**config.mk**
```make
export PLATFORM = sky130hd
export DESIGN_NAME = pipe_stage_skid
export DESIGN_NICKNAME = d
export VERILOG_FILES = /design/src/rtl/pipe_pkg.sv /design/src/rtl/sat_counter.sv /design/src/rtl/pipe_stage_skid.sv
export SDC_FILE = /design/constraint.sdc
export NUM_CORES = 1
export LEC_CHECK = 0
export BUFFER_PORTS_ARGS = -buffer_cell sky130_fd_sc_hd__buf_2
export CELL_PAD_IN_SITES_DETAIL_PLACEMENT = 0
export CELL_PAD_IN_SITES_GLOBAL_PLACEMENT = 2
export CORE_MARGIN = 5
export CORE_UTILIZATION = 32
export CTS_BUF_LIST = sky130_fd_sc_hd__clkbuf_4
export CTS_CLUSTER_DIAMETER = 120
export DETAILED_ROUTE_END_ITERATION = 10
export PLACE_DENSITY = 0.8
export RECOVER_POWER = 25
export SLEW_MARGIN = 25
export SYNTH_ARGS = -nofsm -noshare
export SYNTH_HDL_FRONTEND = slang
export SYNTH_SLANG_ARGS = --single-unit
```
**constraint.sdc**
```tcl
create_clock -name clk -period 1.5 [get_ports clk]
set_input_delay 0.15 -clock clk [delete_from_list [all_inputs] [get_ports clk]]
set_output_delay 0.15 -clock clk [all_outputs]
set_load 0.005 [all_outputs]
```
**src/rtl/pipe_pkg.sv**
```systemverilog
// Shared types and default widths for the skid-buffered pipeline stage.
package pipe_pkg;

  localparam int DEF_DATA_W = 32;
  localparam int DEF_CTRL_W = 8;

  typedef enum logic [1:0] {
    EMPTY = 2'd0,
    ONE   = 2'd1,
    TWO   = 2'd2
  } state_t;

endpackage

```
**src/rtl/sat_counter.sv**
```systemverilog
// Saturating up-counter with synchronous clear; clear wins over increment.
module sat_counter #(
  parameter int W = 16
) (
  input  logic         clk,
  input  logic         rst_n,
  input  logic         clr,
  input  logic         inc,
  output logic [W-1:0] cnt
);

  always_ff @(posedge clk or negedge rst_n) begin
    if (!rst_n) begin
      cnt <= '0;
    end else if (clr) begin
      cnt <= '0;
    end else if (inc && (cnt != {W{1'b1}})) begin
      cnt <= cnt + {{(W-1){1'b0}}, 1'b1};
    end
  end

endmodule

```
**src/rtl/pipe_stage_skid.sv**
```systemverilog
// Two-entry (main + skid) pipeline register, one-cycle latency; ready/valid come from registered state only.
// Optional stall counter under PIPE_STAGE_SKID_STALL_CNT_EN.
module pipe_stage_skid
  import pipe_pkg::*;
#(
  parameter int DATA_W = DEF_DATA_W,
  parameter int CTRL_W = DEF_CTRL_W
) (
  input  logic              clk,
  input  logic              rst_n,
  input  logic              flush,
  input  logic              in_valid,
  output logic              in_ready,
  input  logic [DATA_W-1:0] in_data,
  input  logic [CTRL_W-1:0] in_ctrl,
  output logic              out_valid,
  input  logic              out_ready,
  output logic [DATA_W-1:0] out_data,
  output logic [CTRL_W-1:0] out_ctrl
`ifdef PIPE_STAGE_SKID_STALL_CNT_EN
  ,
  output logic [15:0]       stall_cnt
`endif
);

  state_t            state_q, state_d;
  logic [DATA_W-1:0] main_data, skid_data;
  logic [CTRL_W-1:0] main_ctrl, skid_ctrl;
  logic              in_fire, out_fire;
  logic              load_main, load_skid, move_skid;

  assign in_ready  = (state_q != TWO);
  assign out_valid = (state_q != EMPTY);
  assign in_fire   = in_valid & in_ready;
  assign out_fire  = out_valid & out_ready;

  assign out_data  = main_data;
  assign out_ctrl  = out_valid ? main_ctrl : '0;

  always_ff @(posedge clk or negedge rst_n) begin
    if (!rst_n) begin
      state_q <= EMPTY;
    end else begin
      state_q <= state_d;
    end
  end

  always_comb begin
    state_d   = state_q;
    load_main = 1'b0;
    load_skid = 1'b0;
    move_skid = 1'b0;
    if (flush) begin
      state_d = EMPTY;
    end else begin
      case (state_q)
        EMPTY: begin
          if (in_fire) begin
            load_main = 1'b1;
            state_d   = ONE;
          end
        end
        ONE: begin
          if (in_fire && out_fire) begin
            load_main = 1'b1;
          end else if (in_fire) begin
            load_skid = 1'b1;
            state_d   = TWO;
          end else if (out_fire) begin
            state_d   = EMPTY;
          end
        end
        TWO: begin
          if (out_fire) begin
            move_skid = 1'b1;
            state_d   = ONE;
          end
        end
        default: state_d = EMPTY;
      endcase
    end
  end

  // main keeps its value while idle; skid is only meaningful in TWO
  always_ff @(posedge clk or negedge rst_n) begin
    if (!rst_n) begin
      main_data <= '0;
      main_ctrl <= '0;
      skid_data <= '0;
      skid_ctrl <= '0;
    end else if (flush) begin
      main_data <= '0;
      main_ctrl <= '0;
      skid_data <= '0;
      skid_ctrl <= '0;
    end else begin
      if (load_main) begin
        main_data <= in_data;
        main_ctrl <= in_ctrl;
      end else if (move_skid) begin
        main_data <= skid_data;
        main_ctrl <= skid_ctrl;
      end
      if (load_skid) begin
        skid_data <= in_data;
        skid_ctrl <= in_ctrl;
      end
    end
  end

`ifdef PIPE_STAGE_SKID_STALL_CNT_EN
  sat_counter #(
    .W(16)
  ) u_stall_cnt (
    .clk   (clk),
    .rst_n (rst_n),
    .clr   (flush),
    .inc   (out_valid & ~out_ready),
    .cnt   (stall_cnt)
  );
`endif

endmodule

```
==> out/metrics.yaml, run 1 <==
result_of_the_run: "finished, violations left"
violations_in_the_final_reports: "negative setup slack"
worst_skew_pair.late_latency_ps: 430
synth_nets: 341
timing.reg2reg.worst_path_depth: 5
dr.pass1.iters: 4
synthesis.area_per_instance_um2: 12.2
timing_worst_slew_pin_value_ps: 1280
critical_path_peak_fanout: 13
min_period_over_period_pct: 110
post_synth_inst_count: 296
maximum_root_to_sink_buffer_count: 2
syn_to_layout_area_delta_pct: 44.7
vias_per_cell: 4.97
timing.final.ws_setup_ps: -152
drive_above_1_share_pct: 35.2
power.static_leakage_nw: 2.63
hold_ws_ps: 148
cts.htree.levels: 3
routed_wirelength_um: 10300
synth.cell_area_um2: 3620
coreArea_um2: 11000
yosys.cell_count.top_type: "sky130_fd_sc_hd__dfrtp_1"
io_pins: 87
synth-edff-count: 0
insertedDiodeCount: 0
timing_max_transition_violations_final: 0
numPortBuffers: 86
gr-total-overflow: 0
slew_headroom_pct: 14.8
rsz0062_at_grt: "yes"
grt_max_degree: 37
ys.warnings.count: 0
start_util_pct: 32.9
die_width_um: 116
first_global_vias: 2967
gp_routability_congestion: 0.738
ys_seq_area_share_pct: 56.7
place.detailed.hpwl_um: 5980
synthTopCellsByCount: "sky130_fd_sc_hd__dfrtp_1, sky130_fd_sc_hd__mux2i_1, sky130_fd_sc_hd__nand2_1"
p_per_area_nw_per_um2: 877
worst_setup_path_startpoint: "state_q[1]$_DFFE_PN0P_"
design_power_total_mw: 4.59
antenna_found_initial: 0
timing.final.setup_violations: 45
post-route-drc-count: 0
ys_ff_latch: 82
timing.fmax_ghz: 0.605
hp-class: "in2reg"
grt_pass1_wl_um: 15700
clkSinkCount: 82
number_of_nets_in_the_layout: 494
ys_top_cells_by_area: "sky130_fd_sc_hd__dfrtp_1, sky130_fd_sc_hd__mux2i_1, sky130_fd_sc_hd__a22o_1"
synth-async-reset-ratio_pct: 100
synth_cell_type_count: 22
clk_transition_reported_paths_ps: 140
initialDrtViolationCount: 177
timing.reg2reg.setup_slack_ps: -150
worst_setup_path_end_kind: "flip-flop"
worstSetupStartpointType: "flip-flop"
finalHoldViolations: 0
worst_r2r_end: "out_data[20]$_DFFE_PN0P_"
cts_tree: "done"
route.vias.total: 2950
timing.max_cap.violations: 0
required_ps: 1820
antenna_violating_nets_left: 0
hp-start: "in_valid"
fraction_of_synthesized_cell_area_taken_by_the_top_area_cell_type_pct: 56.7
whs_endpoint: "state_q[0]$_DFFE_PN0P_"
timing.clock.skew_ps: 17.4
numCtsBuffers: 9
route.detailed.wl_per_inst_um: 17.4
worst-endpoint-arrival_ps: 1970
die-height_um: 116
layout_min_cycle_time_ps: 1650
placementRows: 38
ctsRootBufferMaster: "sky130_fd_sc_hd__clkbuf_4"
ys_dominant_reg_cell: "sky130_fd_sc_hd__dfrtp_1"
netlist.top_cell.by_area: "sky130_fd_sc_hd__dfrtp_1"
fp.dieArea_um2: 13500
worstReg2RegStart: "state_q[1]$_DFFE_PN0P_"
max-vdd-ir-drop_mv: 0.478
min_delay_path_depth: 5
worst-setup-path-type: "reg2reg"
grt_use_total_pct: 15.0
## cell type report
| type | instances | area, um2 |
|---|---|---|
| inverter | 3 | 11.3 |
| clock inverter | 6 | 66.3 |
| fill | 992 | 5750 |
| tap | 140 | 175 |
| clock buffer | 10 | 75.1 |
| sequential | 82 | 2050 |
| timing repair buffer | 163 | 1350 |
| multi-input combinational | 190 | 1510 |
## report_power, final
group	internal [mW]	switching (mW)	total [mW]	leakage, nW
logic	0.446	0.431	0.877	1.44
registers	2.31	0.0597	2.37	1.12
clock network	0.530	0.814	1.34	0.0690
total	3.29	1.31	4.59	2.63
## repair_timing
| action | in CTS | in global routing |
|---|---|---|
| resized for setup | 13 | 21 |
| endpoints found under the hold margin | 127 | 0 |
| cloned | 4 | 4 |
| pin swaps | 0 | 6 |
| buffers inserted | 4 | 4 |
| hold buffers | 42 | 0 |
| endpoints found under the setup margin | 83 | 87 |
## metal layers
| metal | global-route usage (%) | wire (um) | vias to the layer above |
|---|---|---|---|
| met1 | 20.8 | 4890 | 1465 |
| met3 | 2.38 | 448 | 10 |
| met5 | 0 | 0 | - |
| met2 | 24.3 | 4910 | 79 |
| met4 | 4.41 | 98 | 0 |
| li1 | - | - | 1396 |
## state kept, by name, indices dropped and copies added, names as in the netlist
signal	flops
main_ctrl	8
skid_data	32
skid_ctrl	8
state_q	2
out_data	32
## worst max path at each step
stage,slack (ps),to,cells past startpoint
finish,-150,out_data[20]$_DFFE_PN0P_,5
CTS,-130,out_data[25]$_DFFE_PN0P_,8
global route,-230,out_data[10]$_DFFE_PN0P_,6
floorplan,-110,out_data[2]$_DFFE_PN0P_,4
detailed placement,-190,skid_data[19]$_DFFE_PN0P_,4
global placement,-130,skid_data[25]$_DFFE_PN0P_,4
## cell families after synthesis
kind of cell,count (synthesis),share of synthesized area (%)
compound gates,81,18.5
simple gates,64,8.02
buf+inv,25,4.39
mux,44,12.3
flops,82,56.7
## through the flow
| step | setup WS, ps | TNS (ps) | cells | cell area (um2) | util [%] |
|---|---|---|---|---|---|
| floorplan | -113 | -4020 | 296 | 3620 | - |
| global placement | -131 | -6850 | 522 | 4320 | 39.3 |
| detailed placement | -192 | -9700 | 522 | 4320 | 39.3 |
| CTS | -132 | -4310 | 587 | 5000 | 45.5 |
| global route | -228 | -10550 | 594 | 5240 | 47.7 |
| finish | -152 | -4230 | 594 | 5240 | 47.7 |
## cells in the final DEF, fill, tap and decap left out
cell type	Yosys	final
sky130_fd_sc_hd__o31ai_1	36	32
sky130_fd_sc_hd__inv_6	0	1
sky130_fd_sc_hd__bufinv_16	0	1
sky130_fd_sc_hd__nor3_4	0	1
sky130_fd_sc_hd__mux2i_1	43	43
sky130_fd_sc_hd__o21ai_0	1	1
sky130_fd_sc_hd__clkinvlp_4	0	3
sky130_fd_sc_hd__buf_2	10	83
sky130_fd_sc_hd__inv_1	3	1
sky130_fd_sc_hd__inv_2	0	2
sky130_fd_sc_hd__nand2_1	39	32
sky130_fd_sc_hd__a22oi_1	1	1
sky130_fd_sc_hd__nand2_4	1	3
sky130_fd_sc_hd__clkbuf_4	0	10
sky130_fd_sc_hd__nand2b_1	1	1
sky130_fd_sc_hd__mux2_4	1	1
sky130_fd_sc_hd__nor2_4	0	4
sky130_fd_sc_hd__nand2b_2	1	1
sky130_fd_sc_hd__nand3_2	0	1
sky130_fd_sc_hd__clkbuf_1	5	1
sky130_fd_sc_hd__nor2_1	9	8
sky130_fd_sc_hd__dlygate4sd3_1	0	42
sky130_fd_sc_hd__a211oi_1	5	5
sky130_fd_sc_hd__dfrtp_1	82	82
sky130_fd_sc_hd__a22o_1	37	37
sky130_fd_sc_hd__clkinv_2	0	1
sky130_fd_sc_hd__o31ai_4	0	1
sky130_fd_sc_hd__buf_4	0	16
sky130_fd_sc_hd__nor2b_4	0	1
sky130_fd_sc_hd__clkbuf_16	0	4
sky130_fd_sc_hd__o31ai_2	0	3
sky130_fd_sc_hd__buf_6	7	8
sky130_fd_sc_hd__buf_16	0	2
sky130_fd_sc_hd__a221oi_4	1	1
sky130_fd_sc_hd__nand2_2	0	5
sky130_fd_sc_hd__buf_12	0	7
sky130_fd_sc_hd__nor2b_1	9	8
## critical path, stage by stage (launching register included)
cell                        delay (ps)
sky130_fd_sc_hd__dfrtp_1           440
sky130_fd_sc_hd__mux2_4            330
sky130_fd_sc_hd__a221oi_4          260
sky130_fd_sc_hd__buf_6             220
sky130_fd_sc_hd__clkbuf_16         200
sky130_fd_sc_hd__o31ai_1            80
No activity file was read; power rests on OpenSTA's default activity.
==> inputs of run 2 (changes only) <==
--- a/config.mk
+++ b/config.mk
@@ -8,7 +8,6 @@
 export BUFFER_PORTS_ARGS = -buffer_cell sky130_fd_sc_hd__buf_2
 export CELL_PAD_IN_SITES_DETAIL_PLACEMENT = 0
 export CELL_PAD_IN_SITES_GLOBAL_PLACEMENT = 2
-export CORE_MARGIN = 5
 export CORE_UTILIZATION = 32
 export CTS_BUF_LIST = sky130_fd_sc_hd__clkbuf_4
 export CTS_CLUSTER_DIAMETER = 120
==> run 2 against run 1 <==
Compared with the run above: largest power group unchanged; worst hold slack got worse by 120 ps; the flow still finishes with violations (negative setup slack); critical endpoint is now out_data[12]$_DFFE_PN0P_; register-to-register slack improved by 40 ps; clock skew barely moved; critical path depth rose by 1; critical path type unchanged; highest routed layer unchanged.
==> out/metrics.yaml, run 2 (same netlist as run 1, synthesis figures left out) <==
result_of_the_run: "finished, violations left"
violations_in_the_final_reports: "negative setup slack"
routed_wirelength_um: 10400
required_ps: 1840
clkSinkCount: 82
place.detailed.hpwl_um: 5680
cts_tree: "done"
worst-setup-path-type: "reg2reg"
worst_setup_path_end_kind: "flip-flop"
route.detailed.wl_per_inst_um: 17.6
syn_to_layout_area_delta_pct: 46.6
number_of_nets_in_the_layout: 494
post-route-drc-count: 0
min_period_over_period_pct: 107
timing.final.setup_violations: 80
timing.final.ws_setup_ps: -109
ctsRootBufferMaster: "sky130_fd_sc_hd__clkbuf_4"
antenna_violating_nets_left: 0
layout_common_cells: "sky130_fd_sc_hd__buf_2, sky130_fd_sc_hd__dfrtp_1, sky130_fd_sc_hd__mux2i_1, sky130_fd_sc_hd__dlygate4sd3_1, sky130_fd_sc_hd__a22o_1"
initialDrtViolationCount: 97
placementRows: 38
vias_per_cell: 4.98
critical_path_peak_fanout: 7
grt_max_degree: 30
timing.fmax_ghz: 0.622
timing_max_transition_violations_final: 0
clk_transition_reported_paths_ps: 130
power.static_leakage_nw: 2.65
worst_skew_pair.late_latency_ps: 430
grt_pass1_wl_um: 15100
timing.reg2reg.worst_path_depth: 6
die-height_um: 108
die_width_um: 108
fraction_of_met1_tracks_used_by_global_routing_pct: 24.0
layout.cells.most_common: "sky130_fd_sc_hd__buf_2"
route.vias.total: 2949
final_util_pct: 48.5
fp.dieArea_um2: 11700
max-vdd-ir-drop_mv: 0.479
hp-class: "in2reg"
grt_most_used_layer: "met2"
p_per_area_nw_per_um2: 914
rsz0062_at_grt: "yes"
timing_worst_slew_pin_value_ps: 718
numPortBuffers: 86
slew_headroom_pct: 52.1
coreArea_um2: 10900
hold_ws_ps: 31.8
drive_above_1_share_pct: 36.1
min_delay_path_depth: 3
insertedDiodeCount: 0
timing.max_cap.violations: 0
grt.met2_usage_pct: 26.4
gp_routability_congestion: 0.750
gr-usage-met3_pct: 3.80
finalHoldViolations: 0
cts.htree.levels: 3
worst-endpoint-arrival_ps: 1950
dr.pass1.iters: 4
antenna_found_initial: 0
worstSetupStartpointType: "flip-flop"
fin_tns_setup_ps: -5690
placement.setup.worst_slack_ps: -234
grt_use_total_pct: 17.1
timing.clock.skew_ps: 17.1
first_global_vias: 2918
io_pins: 87
start_util_pct: 33.1
gr-total-overflow: 0
layout_min_cycle_time_ps: 1610
numCtsBuffers: 9
maximum_root_to_sink_buffer_count: 2
run 2: area by class of cell:
type,count,area [um2]
fillers,1026,5630
flip-flops and latches,82,2050
well taps,140,175
clock buffers,9,67.6
repair buffers,163,1370
inverters,3,13.8
clock inverters,5,105
multi-input cells,190,1520
run 2: critical path: stages (launching register included):
cell and delay (ps):
sky130_fd_sc_hd__dfrtp_2 460, sky130_fd_sc_hd__mux2_4 330, sky130_fd_sc_hd__a221oi_4 260, sky130_fd_sc_hd__buf_6 190
sky130_fd_sc_hd__buf_16 150, sky130_fd_sc_hd__nand2_1 60, sky130_fd_sc_hd__o31ai_1 70
run 2: path summary, 6_finish.rpt:
path                                               from  slack [ps]                   endpoint
worst max-delay path             state_q[1]$_DFFE_PN0P_        -110   out_data[12]$_DFFE_PN0P_
worst min-delay path                         in_ctrl[5]          30   skid_ctrl[5]$_DFFE_PN0P_
worst max register to register   state_q[1]$_DFFE_PN0P_        -110   out_data[12]$_DFFE_PN0P_
worst min register to register  out_data[9]$_DFFE_PN0P_         490    out_data[9]$_DFFE_PN0P_
max in group asynchronous                         rst_n         240  skid_data[31]$_DFFE_PN0P_
min in group asynchronous                         rst_n         280  skid_data[19]$_DFFE_PN0P_
run 2: power by group:
part / internal, mW / switching, mW / total [mW]
Combinational: 0.447 / 0.437 / 0.884
Clock: 0.826 / 0.765 / 1.59
Sequential: 2.31 / 0.0597 / 2.37
run 2: per-layer routing:
layer	share of wire [%]	up-vias
met5	0	-
met4	1.3	0
met3	4.1	14
met2	48	78
met1	47	1459
li1	-	1398
run 2: stage by stage:
step,instances,cell area (um2),power [mW]
final,592,5300,4.85
after global routing,592,5300,5.10
after CTS,579,4980,4.79
after detailed placement,520,4310,3.06
after global placement,520,4310,3.05
after floorplan,296,3620,2.75
run 2: timing repair:
action | 4_1_cts | 5_1_grt
pin swaps | 3 | 9
hold buffers | 40 | 0
setup buffers | 3 | 4
endpoints found under the setup margin | 83 | 84
gates cloned | 2 | 9
gates resized for setup | 11 | 34
endpoints found under the hold margin | 125 | 0
==> inputs of run 3 (changes only) <==
--- a/config.mk
+++ b/config.mk
@@ -5,7 +5,7 @@
 export SDC_FILE = /design/constraint.sdc
 export NUM_CORES = 1
 export LEC_CHECK = 0
-export BUFFER_PORTS_ARGS = -buffer_cell sky130_fd_sc_hd__buf_2
+export BUFFER_PORTS_ARGS = -buffer_cell sky130_fd_sc_hd__clkbuf_2
 export CELL_PAD_IN_SITES_DETAIL_PLACEMENT = 0
 export CELL_PAD_IN_SITES_GLOBAL_PLACEMENT = 2
 export CORE_UTILIZATION = 32
==> constraint.sdc (replaced) <==
create_clock -name clk -period 1.5 [get_ports clk]
set_input_delay 0.3 -clock clk [delete_from_list [all_inputs] [get_ports clk]]
set_output_delay 0.3 -clock clk [all_outputs]
set_load 0.005 [all_outputs]
==> run 3 against run 2 <==
Compared with the run above: worst hold slack improved by 76 ps; highest routed layer unchanged; global-route usage decreased by 0.87 points; fmax decreased by 8.1%; non-clock buffer count decreased by 38; via count decreased by 4.5%; die area unchanged; flip-flop and latch count unchanged; the run still ends with negative setup slack left; clock power decreased by 31%; worst setup slack got worse by 140 ps; core utilization decreased by 4.1 points.
==> out/metrics.yaml, run 3 (same netlist as run 1, synthesis figures left out) <==
grt_pass1_wl_um: 14400
dr.pass1.iters: 4
numPortBuffers: 86
worst_r2r_end: "out_data[12]$_DFFE_PN0P_"
grt_max_degree: 41
ctsRootBufferMaster: "sky130_fd_sc_hd__clkbuf_4"
critical_path_peak_fanout: 10
timing_max_transition_violations_final: 0
timing.fmax_ghz: 0.571
coreArea_um2: 10900
final_cell_area_excluding_filler_cells_um2: 4860
layout_common_cells: "sky130_fd_sc_hd__clkbuf_2, sky130_fd_sc_hd__dfrtp_1, sky130_fd_sc_hd__mux2i_1, sky130_fd_sc_hd__a22o_1, sky130_fd_sc_hd__nand2_1"
timing.final.ws_setup_ps: -251
gr-total-overflow: 0
vias_per_cell: 5.07
rsz0062_at_grt: "yes"
timing.reg2reg.setup_slack_ps: -250
layout.cells.most_common: "sky130_fd_sc_hd__clkbuf_2"
clk_transition_reported_paths_ps: 130
power.static_leakage_nw: 2.45
violations_in_the_final_reports: "negative setup slack"
layoutNonFillerInstCount: 555
start_util_pct: 33.1
slew_headroom_pct: 48.8
timing.reg2reg.worst_path_depth: 6
clkSinkCount: 82
worstReg2RegStart: "state_q[1]$_DFFE_PN0P_"
maximum_root_to_sink_buffer_count: 2
worst_setup_path_end_kind: "flip-flop"
post-route-drc-count: 0
initialDrtViolationCount: 97
worstSetupStartpointType: "flip-flop"
worst-setup-path-type: "reg2reg"
place.detailed.hpwl_um: 5680
routed_wirelength_um: 9540
antenna_violating_nets_left: 0
result_of_the_run: "finished, violations left"
place_area_um2: 4320
number_of_nets_in_the_layout: 456
numCtsBuffers: 9
finalHoldViolations: 0
dp.cells: 521
p_per_area_nw_per_um2: 887
timing.final.setup_violations: 79
fin_tns_setup_ps: -10010
die_width_um: 108
timing.clock.skew_ps: 14.9
antenna_found_initial: 0
io_pins: 87
hp-class: "in2reg"
layout_min_cycle_time_ps: 1750
fp.dieArea_um2: 11700
min_delay_path_depth: 2
drive_above_1_share_pct: 40.2
hold_ws_ps: 107
syn_to_layout_area_delta_pct: 34.3
worst-endpoint-arrival_ps: 2040
worst_setup_path_startpoint: "state_q[1]$_DFFE_PN0P_"
fill_cells: 1066
gp_routability_congestion: 0.771
cp-endpoint: "out_data[12]$_DFFE_PN0P_"
grt_use_total_pct: 16.3
max-vdd-ir-drop_mv: 0.453
min_period_over_period_pct: 117
cts.htree.levels: 3
first_global_vias: 2718
worst_skew_pair.late_latency_ps: 410
insertedDiodeCount: 0
placement.setup.worst_slack_ps: -271
cts_tree: "done"
required_ps: 1790
timing_worst_slew_pin_value_ps: 767
route.vias.total: 2816
route.detailed.wl_per_inst_um: 17.2
timing.max_cap.violations: 0
die-height_um: 108
placementRows: 38
==> run 3: changes by cell type in the layout (fill, tap and decap cells not counted), moves of 5 or more <==
cell and change:
sky130_fd_sc_hd__o31ai_2 +6, sky130_fd_sc_hd__clkbuf_2 +85, sky130_fd_sc_hd__buf_2 -84, sky130_fd_sc_hd__dlygate4sd3_1 -39, sky130_fd_sc_hd__buf_6 -5, sky130_fd_sc_hd__buf_4 +5
==> run 3: worst min path at each step <==
stage                           start                         to  slack, ps
final                     in_data[16]  skid_data[16]$_DFFE_PN0P_        110
after global routing      in_data[19]  skid_data[19]$_DFFE_PN0P_         80
after CTS                 in_data[16]  skid_data[16]$_DFFE_PN0P_         70
after detailed placement        rst_n   out_data[17]$_DFFE_PN0P_        260
after global placement          rst_n   out_data[17]$_DFFE_PN0P_        260
after floorplan                 rst_n   main_ctrl[0]$_DFFE_PN0P_          4
==> run 3: layout make-up <==
| type | instances | area, um2 | share of cell area (%) |
|---|---|---|---|
| flip-flops and latches | 82 | 2050 | 42.2 |
| multi-input cells | 190 | 1540 | 31.8 |
| repair buffers | 125 | 975 | 20.1 |
| well taps | 140 | 175 | 3.61 |
| clock buffers | 11 | 82.6 | 1.70 |
| clock inverters | 4 | 20.0 | 0.412 |
| inverters | 3 | 11.3 | 0.232 |
==> run 3: report_power, final <==
group	internal, mW	switching [mW]	total, mW
clock network	0.358	0.742	1.10
logic	0.408	0.427	0.835
registers	2.31	0.0613	2.37
total	3.08	1.23	4.31
==> run 3: worst max-delay path, stage by stage, from the launching register on <==
cell and delay [ps]:
sky130_fd_sc_hd__dfrtp_1 430, sky130_fd_sc_hd__buf_6 130, sky130_fd_sc_hd__mux2_4 310, sky130_fd_sc_hd__a221oi_4 280, sky130_fd_sc_hd__buf_12 210, sky130_fd_sc_hd__clkbuf_16 190
sky130_fd_sc_hd__o31ai_1 80
==> run 3: metrics by stage <==
stage          power (mW)  util [%]
5_1_grt              4.53      44.4
3_3_place_gp         3.05      39.5
6_report             4.31      44.4
4_1_cts              4.25      42.3
2_1_floorplan        2.75         -
3_5_place_dp         3.07      39.5
==> run 3: layer usage <==
| metal | GRT usage, % | vias to the layer above | share of wire (%) |
|---|---|---|---|
| met5 | 0 | - | 0 |
| met2 | 24.4 | 74 | 47 |
| met3 | 3.62 | 4 | 4.4 |
| li1 | - | 1315 | - |
| met1 | 22.9 | 1423 | 48 |
| met4 | 5.98 | 0 | 0.60 |
==> run 3: what timing repair did <==
item / CTS / global route
setup endpoints to repair: 84 / 85
pin swaps: 2 / 6
buffers inserted: 8 / 3
cloned: 3 / 6
endpoints found under the hold margin: 27 / 0
hold buffers: 1 / 0
gates resized for setup: 20 / 28
